## src/rtl/uart_defs.sv

```systemverilog
// Shared definitions for the UART transmit sequencer.
package uart_defs;

  localparam int unsigned DATA_WIDTH_DEF = 8;
  localparam int unsigned DIV_WIDTH_DEF  = 16;

  // Transmit sequencer states.
  typedef enum logic [2:0] {
    IDLE   = 3'd0,
    START  = 3'd1,
    DATA   = 3'd2,
    PARITY = 3'd3,
    STOP   = 3'd4
  } tx_state_e;

  // Frame format, latched once per frame on accept.
  typedef struct packed {
    logic parity_en;
    logic parity_odd;
    logic stop2;
  } frame_cfg_t;

endpackage

```

## src/rtl/uart_baud_cnt.sv

```systemverilog
// Baud-rate counter: counts 0..div and raises tick (registered) on the wrap count.
// div is the divisor in effect for the next cycle, so tick stays aligned
// with a divisor reloaded in the same cycle as clr.
module uart_baud_cnt
  import uart_defs::*;
#(
  parameter int unsigned DIV_WIDTH = DIV_WIDTH_DEF
) (
  input  logic                 clk,
  input  logic                 rstn,
  input  logic                 clr,
  input  logic [DIV_WIDTH-1:0] div,
  output logic                 tick,
  output logic                 tick_nxt_c
);

  logic [DIV_WIDTH-1:0] cnt_q, cnt_d;
  logic                 tick_q;

  // Next count: restart on clr or on the wrap; tick_nxt_c is the tick of the next cycle.
  always_comb begin
    cnt_d = cnt_q + DIV_WIDTH'(1);
    if (clr || tick_q) begin
      cnt_d = '0;
    end
    tick_nxt_c = (cnt_d == div);
  end

  // Counter and tick registers; reset state is count 0 with divisor 0, i.e. on a wrap.
  always_ff @(posedge clk or negedge rstn) begin
    if (!rstn) begin
      cnt_q  <= '0;
      tick_q <= 1'b1;
    end else begin
      cnt_q  <= cnt_d;
      tick_q <= tick_nxt_c;
    end
  end

  assign tick = tick_q;

endmodule

```

## src/rtl/uart_tx_ctrl.sv

```systemverilog
// UART transmit sequencer: accepts a byte over valid/ready and serializes
// start, data (LSB first), optional parity and 1/2 stop bits onto txd.
module uart_tx_ctrl
  import uart_defs::*;
#(
  parameter int unsigned DATA_WIDTH = DATA_WIDTH_DEF,
  parameter int unsigned DIV_WIDTH  = DIV_WIDTH_DEF
) (
  input  logic                  clk,
  input  logic                  rstn,
  input  logic [DATA_WIDTH-1:0] data_i,
  input  logic                  valid_in,
  output logic                  ready_in,
  input  logic [DIV_WIDTH-1:0]  baud_div,
  input  logic                  parity_en,
  input  logic                  parity_odd,
  input  logic                  stop2,
  output logic                  txd,
  output logic                  busy,
  output logic                  frame_done
);

  localparam int unsigned BIT_CNT_W = (DATA_WIDTH > 1) ? $clog2(DATA_WIDTH) : 1;
  localparam logic [BIT_CNT_W-1:0] LAST_BIT = BIT_CNT_W'(DATA_WIDTH - 1);

  tx_state_e             state_q, state_d;
  logic [DATA_WIDTH-1:0] data_q, data_d;
  logic [DATA_WIDTH-1:0] shreg_q, shreg_d;
  logic [BIT_CNT_W-1:0]  bit_cnt_q, bit_cnt_d;
  logic                  stop_cnt_q, stop_cnt_d;
  logic [DIV_WIDTH-1:0]  div_q, div_d;
  frame_cfg_t            cfg_q, cfg_d;
  logic                  txd_q, txd_d;
  logic                  busy_q, busy_d;
  logic                  done_q, done_d;
  logic                  ready_q, ready_d;

  logic                  accept_c;
  logic                  tick;
  logic                  tick_nxt_c;

  // Handshake and per-frame configuration capture.
  always_comb begin
    accept_c = valid_in & ready_q;
    div_d    = div_q;
    cfg_d    = cfg_q;
    if (accept_c) begin
      div_d = baud_div;
      cfg_d = '{parity_en: parity_en, parity_odd: parity_odd, stop2: stop2};
    end
  end

  uart_baud_cnt #(
    .DIV_WIDTH (DIV_WIDTH)
  ) u_baud_cnt (
    .clk        (clk),
    .rstn       (rstn),
    .clr        (accept_c),
    .div        (div_d),
    .tick       (tick),
    .tick_nxt_c (tick_nxt_c)
  );

  // Frame sequencer: next state, shift register, counters and txd.
  always_comb begin
    state_d    = state_q;
    data_d     = data_q;
    shreg_d    = shreg_q;
    bit_cnt_d  = bit_cnt_q;
    stop_cnt_d = stop_cnt_q;
    txd_d      = txd_q;
    done_d     = 1'b0;

    unique case (state_q)
      IDLE: begin
        txd_d = 1'b1;
      end
      START: begin
        if (tick) begin
          state_d   = DATA;
          bit_cnt_d = '0;
          txd_d     = shreg_q[0];
        end
      end
      DATA: begin
        if (tick) begin
          if (bit_cnt_q == LAST_BIT) begin
            if (cfg_q.parity_en) begin
              state_d = PARITY;
              txd_d   = (^data_q) ^ cfg_q.parity_odd;
            end else begin
              state_d    = STOP;
              stop_cnt_d = 1'b0;
              txd_d      = 1'b1;
            end
          end else begin
            shreg_d   = shreg_q >> 1;
            bit_cnt_d = bit_cnt_q + BIT_CNT_W'(1);
            txd_d     = shreg_d[0];
          end
        end
      end
      PARITY: begin
        if (tick) begin
          state_d    = STOP;
          stop_cnt_d = 1'b0;
          txd_d      = 1'b1;
        end
      end
      STOP: begin
        if (tick) begin
          if (stop_cnt_q == cfg_q.stop2) begin
            done_d  = 1'b1;
            state_d = IDLE;
          end else begin
            stop_cnt_d = 1'b1;
          end
        end
      end
      default: begin
        state_d = IDLE;
        txd_d   = 1'b1;
      end
    endcase

    // Accept is only possible in IDLE or the last stop clock; either way a new frame starts.
    if (accept_c) begin
      state_d   = START;
      data_d    = data_i;
      shreg_d   = data_i;
      bit_cnt_d = '0;
      txd_d     = 1'b0;
    end

    busy_d = (state_d != IDLE);
  end

  // ready for the next cycle: idle, or the final clock of the final stop bit.
  always_comb begin
    ready_d = (state_d == IDLE) ||
              ((state_d == STOP) && (stop_cnt_d == cfg_d.stop2) && tick_nxt_c);
  end

  // State and output registers; a reset drops any frame in flight.
  always_ff @(posedge clk or negedge rstn) begin
    if (!rstn) begin
      state_q    <= IDLE;
      data_q     <= '0;
      shreg_q    <= '0;
      bit_cnt_q  <= '0;
      stop_cnt_q <= 1'b0;
      div_q      <= '0;
      cfg_q      <= '0;
      txd_q      <= 1'b1;
      busy_q     <= 1'b0;
      done_q     <= 1'b0;
      ready_q    <= 1'b0;
    end else begin
      state_q    <= state_d;
      data_q     <= data_d;
      shreg_q    <= shreg_d;
      bit_cnt_q  <= bit_cnt_d;
      stop_cnt_q <= stop_cnt_d;
      div_q      <= div_d;
      cfg_q      <= cfg_d;
      txd_q      <= txd_d;
      busy_q     <= busy_d;
      done_q     <= done_d;
      ready_q    <= ready_d;
    end
  end

  assign txd        = txd_q;
  assign busy       = busy_q;
  assign frame_done = done_q;
  assign ready_in   = ready_q;

endmodule

```

## config.mk

```make
export PLATFORM = sky130hd
export DESIGN_NAME = uart_tx_ctrl
export DESIGN_NICKNAME = d
export VERILOG_FILES = /design/src/rtl/uart_defs.sv /design/src/rtl/uart_baud_cnt.sv /design/src/rtl/uart_tx_ctrl.sv
export SDC_FILE = /design/constraint.sdc
export NUM_CORES = 1
export LEC_CHECK = 0
export CAP_MARGIN = 20
export CORE_ASPECT_RATIO = 0.6
export CORE_MARGIN = 1
export CORE_UTILIZATION = 45
export CTS_BUF_LIST = sky130_fd_sc_hd__clkbuf_8
export DETAILED_ROUTE_END_ITERATION = 8
export MAX_ROUTING_LAYER = met4
export PLACE_DENSITY = 0.69
export SLEW_MARGIN = 20
export SYNTH_ARGS = -nofsm -noshare
export SYNTH_HDL_FRONTEND = slang
export SYNTH_SLANG_ARGS = --single-unit
```

## constraint.sdc

```tcl
create_clock -name clk -period 6.9 [get_ports clk]
set_input_delay 1.725 -clock clk [delete_from_list [all_inputs] [get_ports clk]]
set_output_delay 1.725 -clock clk [all_outputs]
set_load 0.005 [all_outputs]
```

-- After elaboration in Yosys (flattened, before gate mapping)
Index checks and enable logic that the tools add are counted.
- bits in registers: 63
- output and inout port bits: 4
- mux-type cells: 38
- reductions and logical operators: 14
- add/sub/neg operators: 2
- bitwise operators: 2
- eq/ne operators: 15
- operators by type and width (operator ; number):
    3-bit two-way mux ; 12
    16-bit two-way mux ; 2
    8-bit two-way mux ; 4
    16-bit by 1-bit adder with 16-bit output, second input constant ; 1
    16-bit equality test ; 1
    1-bit two-way mux ; 16
    3-bit case mux with 5 select lines ; 1
    3-bit equality test, second input constant ; 3
    3-bit by 1-bit inequality test with 1-bit output, second input constant ; 3
    4-bit AND reduction ; 2
    8-bit XOR reduction ; 1
    3-bit by 2-bit equality test with 1-bit output, second input constant ; 2
    3-bit zero test ; 2
    3-bit case mux with 2 select lines ; 1
    3-bit nonzero test ; 2
    2-bit by 1-bit inequality test with 1-bit output, second input constant ; 2
    1-bit case mux with 4 select lines ; 1
    2-bit nonzero test ; 2
    3-bit by 1-bit adder with 3-bit output, second input constant ; 1
    3-bit by 1-bit equality test with 1-bit output, second input constant ; 1
    3-bit by 2-bit inequality test with 1-bit output, second input constant ; 1
    1-bit case mux with 3 select lines ; 1
    3-bit AND reduction ; 1
    1-bit equality test ; 2
    4 further kinds ; 6

-- Depth between registers and ports, before layout
Gate-level depths: netlist of the first run.
- depth after elaboration: 9
- gate-level depth with buffers: 9
- depth with buffers taken out: 9

-- Hierarchy
A second synthesis of the first run with hierarchy kept.
- cells, all modules: 369
- area, all modules: 3330.7 um2
- modules (own cells, without submodules) (module ; area each (um2) ; instances ; cells an instance):
    uart_tx_ctrl ; 2031.9 ; 1 ; 213
    uart_baud_cnt ; 1298.7 ; 1 ; 156

-- Worst setup path after synthesis of the first run
Ideal clock, no wire load.
- kind: input to register
- from: input port valid_in
- to: register ready_q (netlist: ready_in)
- path slack: 3.392 ns
- data arrival time: 3.416 ns
- library setup time: 0.092 ns
- stages on the path: 8
- buffers on the path: 1
- cell sequence: and2_1 clkbuf_1 mux2i_1 mux2i_1 a22oi_1 a2111oi_0 nand4_1 o31ai_2
- word-level cells in the longest chain between the ends: 6
- elaborated cells between the ends (all ways): 13
- classes of those cells: eq/ne: 3; mux: 4; bitwise: 1; reduce/logical: 5
- ends and longest elaborated chain (element ; line ; source):
    start: declaration ; uart_tx_ctrl.sv:12 ; input logic valid_in,
    1-bit bitwise AND (*) ; uart_tx_ctrl.sv:44 ; accept_c = valid_in & ready_q;
    1-bit logical OR, or another cell as far along ; uart_baud_cnt.sv:23 ; if (clr || tick_q) begin
    16-bit two-way mux, or another cell as far along ; uart_baud_cnt.sv:23 ;
    16-bit equality test / 1-bit logical AND (equally long branches) ; uart_baud_cnt.sv:26, uart_tx_ctrl.sv:141 ;
    1-bit logical AND ; uart_tx_ctrl.sv:141 ; ((state_d == STOP) && (stop_cnt_d == cfg_d.stop2) && tick_nxt_c);
    1-bit logical OR (*) ; uart_tx_ctrl.sv:140 ; ready_d = (state_d == IDLE) ||
    via ready_d ; uart_tx_ctrl.sv:36 ; logic ready_q, ready_d;
    end signal: assignment ; uart_tx_ctrl.sv:169 ; ready_q <= ready_d;
    end: declaration ; uart_tx_ctrl.sv:36 ;
The timed path passes the listed nets; every way through them passes the cells marked *.
A chain may end at the register's enable or synchronous reset.

-- Worst setup path after layout of the first run
Same ends and word-level chain as after synthesis.

==> results of run 1 <==
==> registers in the layout, indices dropped and copies added (netlist names) <==
name	cells
div_q	16
u_baud_cnt.tick	1
stop_cnt_q	1
cfg_q	3
u_baud_cnt.cnt_q	16
txd	1
busy	1
frame_done	1
data_q	8
shreg_q	8
state_q	3
bit_cnt_q	3
ready_in	1
==> routing by layer <==
layer,GRT usage (%),routed length [µm],vias up,part of all wire [%]
met2,28.3,2880,93,39
met5,-,0,-,0
met3,8.51,673,9,9.2
met4,8.50,105,0,1.4
met1,33.3,3690,1173,50
li1,-,-,1267,-
==> kinds of logic after synthesis <==
| kind of cell | Yosys count |
|---|---|
| adder cells (fa/ha/maj) | 4 |
| multiplexers | 5 |
| AND/OR/NAND/NOR | 166 |
| buffers and inverters | 23 |
| AO/OA/AOI/OAI | 62 |
| flip-flops | 63 |
| XOR/XNOR | 25 |
==> cells in the final DEF, fill, tap and decap left out, types with 3 or more instances in the layout <==
cell type	synthesis	layout
nand2_1	89	89
dfrtp_1	61	61
clkdlybuf4s50_1	0	32
nor2_1	29	29
a21oi_1	15	15
o21ai_0	15	15
inv_1	12	13
xor2_1	13	13
xnor2_1	12	12
clkbuf_8	0	12
nand3_1	11	11
a31oi_1	10	10
or3_1	8	8
nand4_1	4	4
nor4_1	4	4
and2_1	4	4
mux2i_1	4	4
nor3_1	4	4
o31ai_1	4	4
or4_1	4	4
nand2b_1	4	4
ha_1	4	4
buf_4	0	4
a22oi_1	3	3
==> per-stage QoR <==
stage	utilization, %	hold WS (ps)	cell area (µm²)
after global placement	53.0	478	3550
after global routing	56.1	523	3760
final	56.1	501	3760
after CTS	56.1	502	3760
after floorplan	-	447	3130
after detailed placement	53.0	485	3550
==> tightest hold or removal path: stages, from the launching register on <==
cell,delay [ps]
dfrtp_1,320
nand2_1,40
nand2_1,100
==> worst max-delay path by stage <==
stage	start	end	slack, ps	depth (start not counted)
final	valid_in	ready_in$_DFF_PN0_	2580	9
after global routing	valid_in	ready_in$_DFF_PN0_	2290	9
after CTS	valid_in	ready_in$_DFF_PN0_	2610	9
after detailed placement	valid_in	ready_in$_DFF_PN0_	2260	9
after global placement	valid_in	ready_in$_DFF_PN0_	2430	9
after floorplan	valid_in	ready_in$_DFF_PN0_	3390	8
==> report_power, final <==
| group | switching [W] | total [W] | internal [W] |
|---|---|---|---|
| sequential | 0.0000983 | 0.000602 | 0.000504 |
| clock | 0.000144 | 0.000338 | 0.000194 |
| combinational | 0.000326 | 0.000574 | 0.000247 |
| total | 0.000569 | 0.00151 | 0.000945 |
==> cell type report <==
class | count | area [µm²]
Fill cell | 622 | 2940
Sequential cell | 63 | 1580
Multi-Input combinational cell | 262 | 1460
Timing Repair Buffer | 37 | 355
Clock buffer | 12 | 165
Tap cell | 87 | 109
Inverter | 12 | 45.0
Clock inverter | 4 | 43.8
==> impl_metrics.tcl, run 1 <==
set metrics [dict create \
    avgSynthCellArea_um2 8.99 \
    criticalPathCategory "in2reg" \
    grtUsageTotal_pct 23.0 \
    fp.dieArea_um2 7300 \
    synthAdderAreaFrac_pct 1.60 \
    r2r_start "ready_in$_DFF_PN0_" \
    portBuffers 33 \
    ir_drop_mv 0.208 \
    critPathCaptureType "register" \
    synth_area_um2 3130 \
    wire_per_inst_um 15.4 \
    numClockSinks 63 \
    synth-compound-area-share_pct 12.8 \
    synth_top_area_share_pct 48.8 \
    relSlewSlack_pct 46.6 \
    synth_common_cells "nand2_1, dfrtp_1, nor2_1" \
    dp_hpwl_um 5050 \
    die_x_um 110 \
    reg2reg_slack_ps 4040 \
    power-per-cell-area_nw_per_um2 402 \
    drcViolationCount 0 \
    cp.required_ps 7160 \
    synth_nets 382 \
    synth_area_leaders "dfrtp_1, nand2_1, xor2_1" \
    place_inst 461 \
    layout.nets 419 \
    start_kind "input pin" \
    grt_pass1_vias 2313 \
    globalplace.congestion 0.853 \
    worstPathArrival_ps 4580 \
    hold_end "div_q[15]$_DFF_PN0_" \
    yosysSeqAreaShare_pct 50.5 \
    async_flop_share_pct 100 \
    syn_inst 348 \
    grt_start_max_net_pins 64 \
    post_cts_buffers 0 \
    path_cells "clkdlybuf4s50_1 -> nand2_1 -> buf_4 -> nand2_1 -> nor4_1 -> o21ai_0 -> a2111oi_2 -> nand4_1 -> o31ai_2" \
    layout-drive-gt1-share_pct 7.44 \
    cp_num_buf_inv 2 \
    fin_ws_ps 2580 \
    ioPinCount 34 \
    post-place-ws_ps 2260 \
    leakagePower_nw 1.74 \
    fin_crit_sh_pct 62.6 \
    synth_edf_count 0 \
    cts_root_buffer "clkbuf_8" \
    cp_slowest_cell "nor4_1" \
    drt_iter0_drc 234 \
    routed_wl_um 7350 \
    synthXorXnorAreaFrac_pct 7.00 \
    grt_overflow 0 \
    layout_min_cycle_time_ps 4320 \
    maxSlewViolCount 0 \
    cp_slowest_stage_delay_ps 570 \
    insertion_delay_ps 350 \
    hold_depth 2 \
    cts_tree "built" \
    cts_buffer_depth 2 \
    worstRegToRegCells 8 \
    grt_pass1_wl_um 11700 \
    cts-buffers-inserted 9 \
    yosysWarningCount 0 \
    rsz0062_at_grt "no" \
    reg2reg_to "ready_in$_DFF_PN0_" \
    skew_ps 9.20 \
    die_y_um 66.6 \
    report.final.hold_viol_count 0 \
    finalSetupTns_ps 0 \
    setup_viol 0 \
    synth-simple-area-share_pct 23.7 \
    synth_area_leader_cell "dfrtp_1" \
    coreArea_um2 6710 \
    htree_levels 3 \
    yosysMostFrequentCell "nand2_1" \
    first_pass_iters 4 \
    avgViaCountPerCell 5.33 \
    ant_nets 0 \
    synth-seq-cells 63 \
    rows 23 \
    maxCapViolations 0 \
    start_util_pct 46.7 \
    crit_family "simple AND/OR/NAND/NOR gates" \
    vias 2542 \
    ys_types 41 \
    path_common_cell "nand2_1" \
    total_power_w 0.00151 \
    clk_pin_slew_worst_paths_ps 60 \
    area_delta_synth_final_pct 20.2 \
    outcome "complete, no violations" \
    min_path_type "reg2reg" \
    cts_resized 0 \
    antenna_found_initial 0 \
    synth_top_family_by_area "simple AND/OR/NAND/NOR gates" \
    worstMarginPinSlew_ps 801 \
    cts_hold_buf 0 \
    path_max_fanout 35 \
    fmax_ghz 0.231 \
    antenna-diode-count 0 \
    synth_flop_cell "dfrtp_1" \
    synthMuxAreaShare_pct 1.64 \
    final_cells 477 \
    hold_start "div_q[15]$_DFF_PN0_" \
]
Note: power is estimated with default switching activity, not from simulation.
==> run 2, diff against run 1 <==
Settings changed: PLACE_DENSITY 0.69 to 0.71.
Clock period 6.9 ns to 3.69 ns, I/O delays scaled along.
==> run 2 against run 1 <==
  * Core utilization increased by 0.11 points
  * Power rose by 82%
  * Sequential share of layout area fell by 0.084 points
  * Largest power group unchanged
  * Largest cell class unchanged
  * Hold slack got worse by 4.1 ps
  * Clock power is 65% higher
  * Via count increased by 1.6%
  * First-iteration DRC count fell by 9.8%
  * Critical path type unchanged
  * Register-to-register slack got worse by 3300 ps
  * Cell count up 0.84%
==> impl_metrics.tcl, run 2 (synthesis results as in run 1) <==
set metrics [dict create \
    htree_levels 3 \
    coreArea_um2 6710 \
    p_seq_share_pct 40.8 \
    top_regs "div_q: 16 flops, u_baud_cnt.cnt_q: 16 flops" \
    numClockSinks 63 \
    report.final.hold_viol_count 0 \
    layout.nets 423 \
    portBuffers 33 \
    clockPowerShare_pct 20.2 \
    clk_pin_slew_worst_paths_ps 70 \
    antenna-diode-count 0 \
    layout_min_cycle_time_ps 2940 \
    post_cts_buffers 0 \
    dp_hpwl_um 5360 \
    path_max_fanout 9 \
    criticalPathCategory "in2reg" \
    grtUsageTotal_pct 22.8 \
    worstPathArrival_ps 3190 \
    routed_wl_um 7280 \
    layout-drive-gt1-share_pct 8.38 \
    min_path_type "reg2reg" \
    first_pass_iters 4 \
    fin_crit_sh_pct 79.7 \
    fmax_ghz 0.340 \
    setup_viol 0 \
    cp.required_ps 3940 \
    outcome "complete, no violations" \
    final_common_cell "nand2_1" \
    final_cell_mix "nand2_1, dfrtp_1, clkdlybuf4s50_1, nor2_1" \
    intPower_w 0.00171 \
    grt_start_max_net_pins 35 \
    worstMarginPinSlew_ps 772 \
    cts-buffers-inserted 9 \
    power-per-cell-area_nw_per_um2 732 \
    antenna_found_initial 0 \
    ir_drop_mv 0.277 \
    start_util_pct 46.7 \
    cts_tree "built" \
    skew_ps 10.8 \
    rsz0062_at_grt "no" \
    grt_pass1_wl_um 11800 \
    cts_buffer_depth 2 \
    cts_resized 0 \
    critPathCaptureType "register" \
    leakagePower_nw 1.75 \
    maxSlewViolCount 0 \
    drt_iter0_drc 211 \
    power.share.combinational_pct 39.0 \
    relSlewSlack_pct 48.5 \
    maxCapViolations 0 \
    fin_ws_ps 751 \
    grt_overflow 0 \
    cts_hold_buf 0 \
    insertion_delay_ps 340 \
    p_sw_w 0.00105 \
    grt_pass1_vias 2421 \
    final_area_um2 3770 \
    total_power_w 0.00276 \
    vias 2583 \
    wire_per_inst_um 15.1 \
    start_kind "input pin" \
    globalplace.congestion 0.874 \
    area_delta_synth_final_pct 20.4 \
    die_x_um 110 \
    place_area_um2 3580 \
    cts_root_buffer "clkbuf_8" \
    rows 23 \
    die_y_um 66.6 \
    ioPinCount 34 \
    avgViaCountPerCell 5.37 \
    sw_frac_of_total_pct 38.0 \
    holdWs_ps 497 \
    drcViolationCount 0 \
    ant_nets 0 \
    fp.dieArea_um2 7300 \
    post-place-ws_ps 438 \
    finalSetupTns_ps 0 \
]
-- run 2: cell count changes in the layout (fill, tap and decap cells not counted) --
cell,change
buf_4,+4
bufinv_16,-1
clkinvlp_4,+1
-- run 2: worst paths after layout --
kind                                                     from                   endpoint  slack (ps)  cells after the start
worst max-delay path                                 valid_in         ready_in$_DFF_PN0_         750                      8
worst min register to register          data_q[2]$_DFFE_PN0P_      data_q[2]$_DFFE_PN0P_         500                      2
max in group asynchronous                                rstn  u_baud_cnt.tick$_DFF_PN1_        2230                      2
min in group asynchronous                                rstn   bit_cnt_q[1]$_DFFE_PN0P_         660                      1
worst min-delay path                    data_q[2]$_DFFE_PN0P_      data_q[2]$_DFFE_PN0P_         500                      2
worst max register to register  u_baud_cnt.cnt_q[2]$_DFF_PN0_         ready_in$_DFF_PN0_         790                      7
-- run 2: layer usage --
| layer | global-route usage (%) | up-vias | wire (µm) |
|---|---|---|---|
| li1 | - | 1276 | - |
| met1 | 32.6 | 1212 | 3660 |
| met2 | 31.1 | 85 | 2920 |
| met3 | 6.95 | 10 | 602 |
| met5 | - | - | 0 |
| met4 | 6.00 | 0 | 91 |
-- run 2: layout make-up --
class | count | area (µm²)
clock buffer | 12 | 165
clock inverter | 4 | 21.3
fill | 624 | 2940
inverter | 12 | 45.0
multi-input combinational | 262 | 1460
sequential | 63 | 1580
tap | 87 | 109
timing repair buffer | 41 | 385
-- run 2: power groups by stage --
stage                     combinational (W)  sequential, W  clock, W
after CTS                           0.00108        0.00112  0.000575
after global routing                0.00121        0.00116  0.000609
after floorplan                    0.000782        0.00109         0
after global placement              0.00105        0.00112         0
after detailed placement            0.00106        0.00113         0
final                               0.00108        0.00113  0.000557
-- run 2: stage by stage --
stage / utilization, % / cells
2_1_floorplan: - / 348
3_3_place_gp: 53.4 / 465
3_5_place_dp: 53.4 / 465
4_1_cts: 56.2 / 481
5_1_grt: 56.2 / 481
6_report: 56.2 / 481
-- run 2: critical path: stages --
cell             delay [ps]
clkdlybuf4s50_1         460
nand2_1                 110
nand2_1                 230
nor4_1                  480
o21ai_0                 160
a2111oi_2               390
nand4_1                 190
o31ai_2                 240
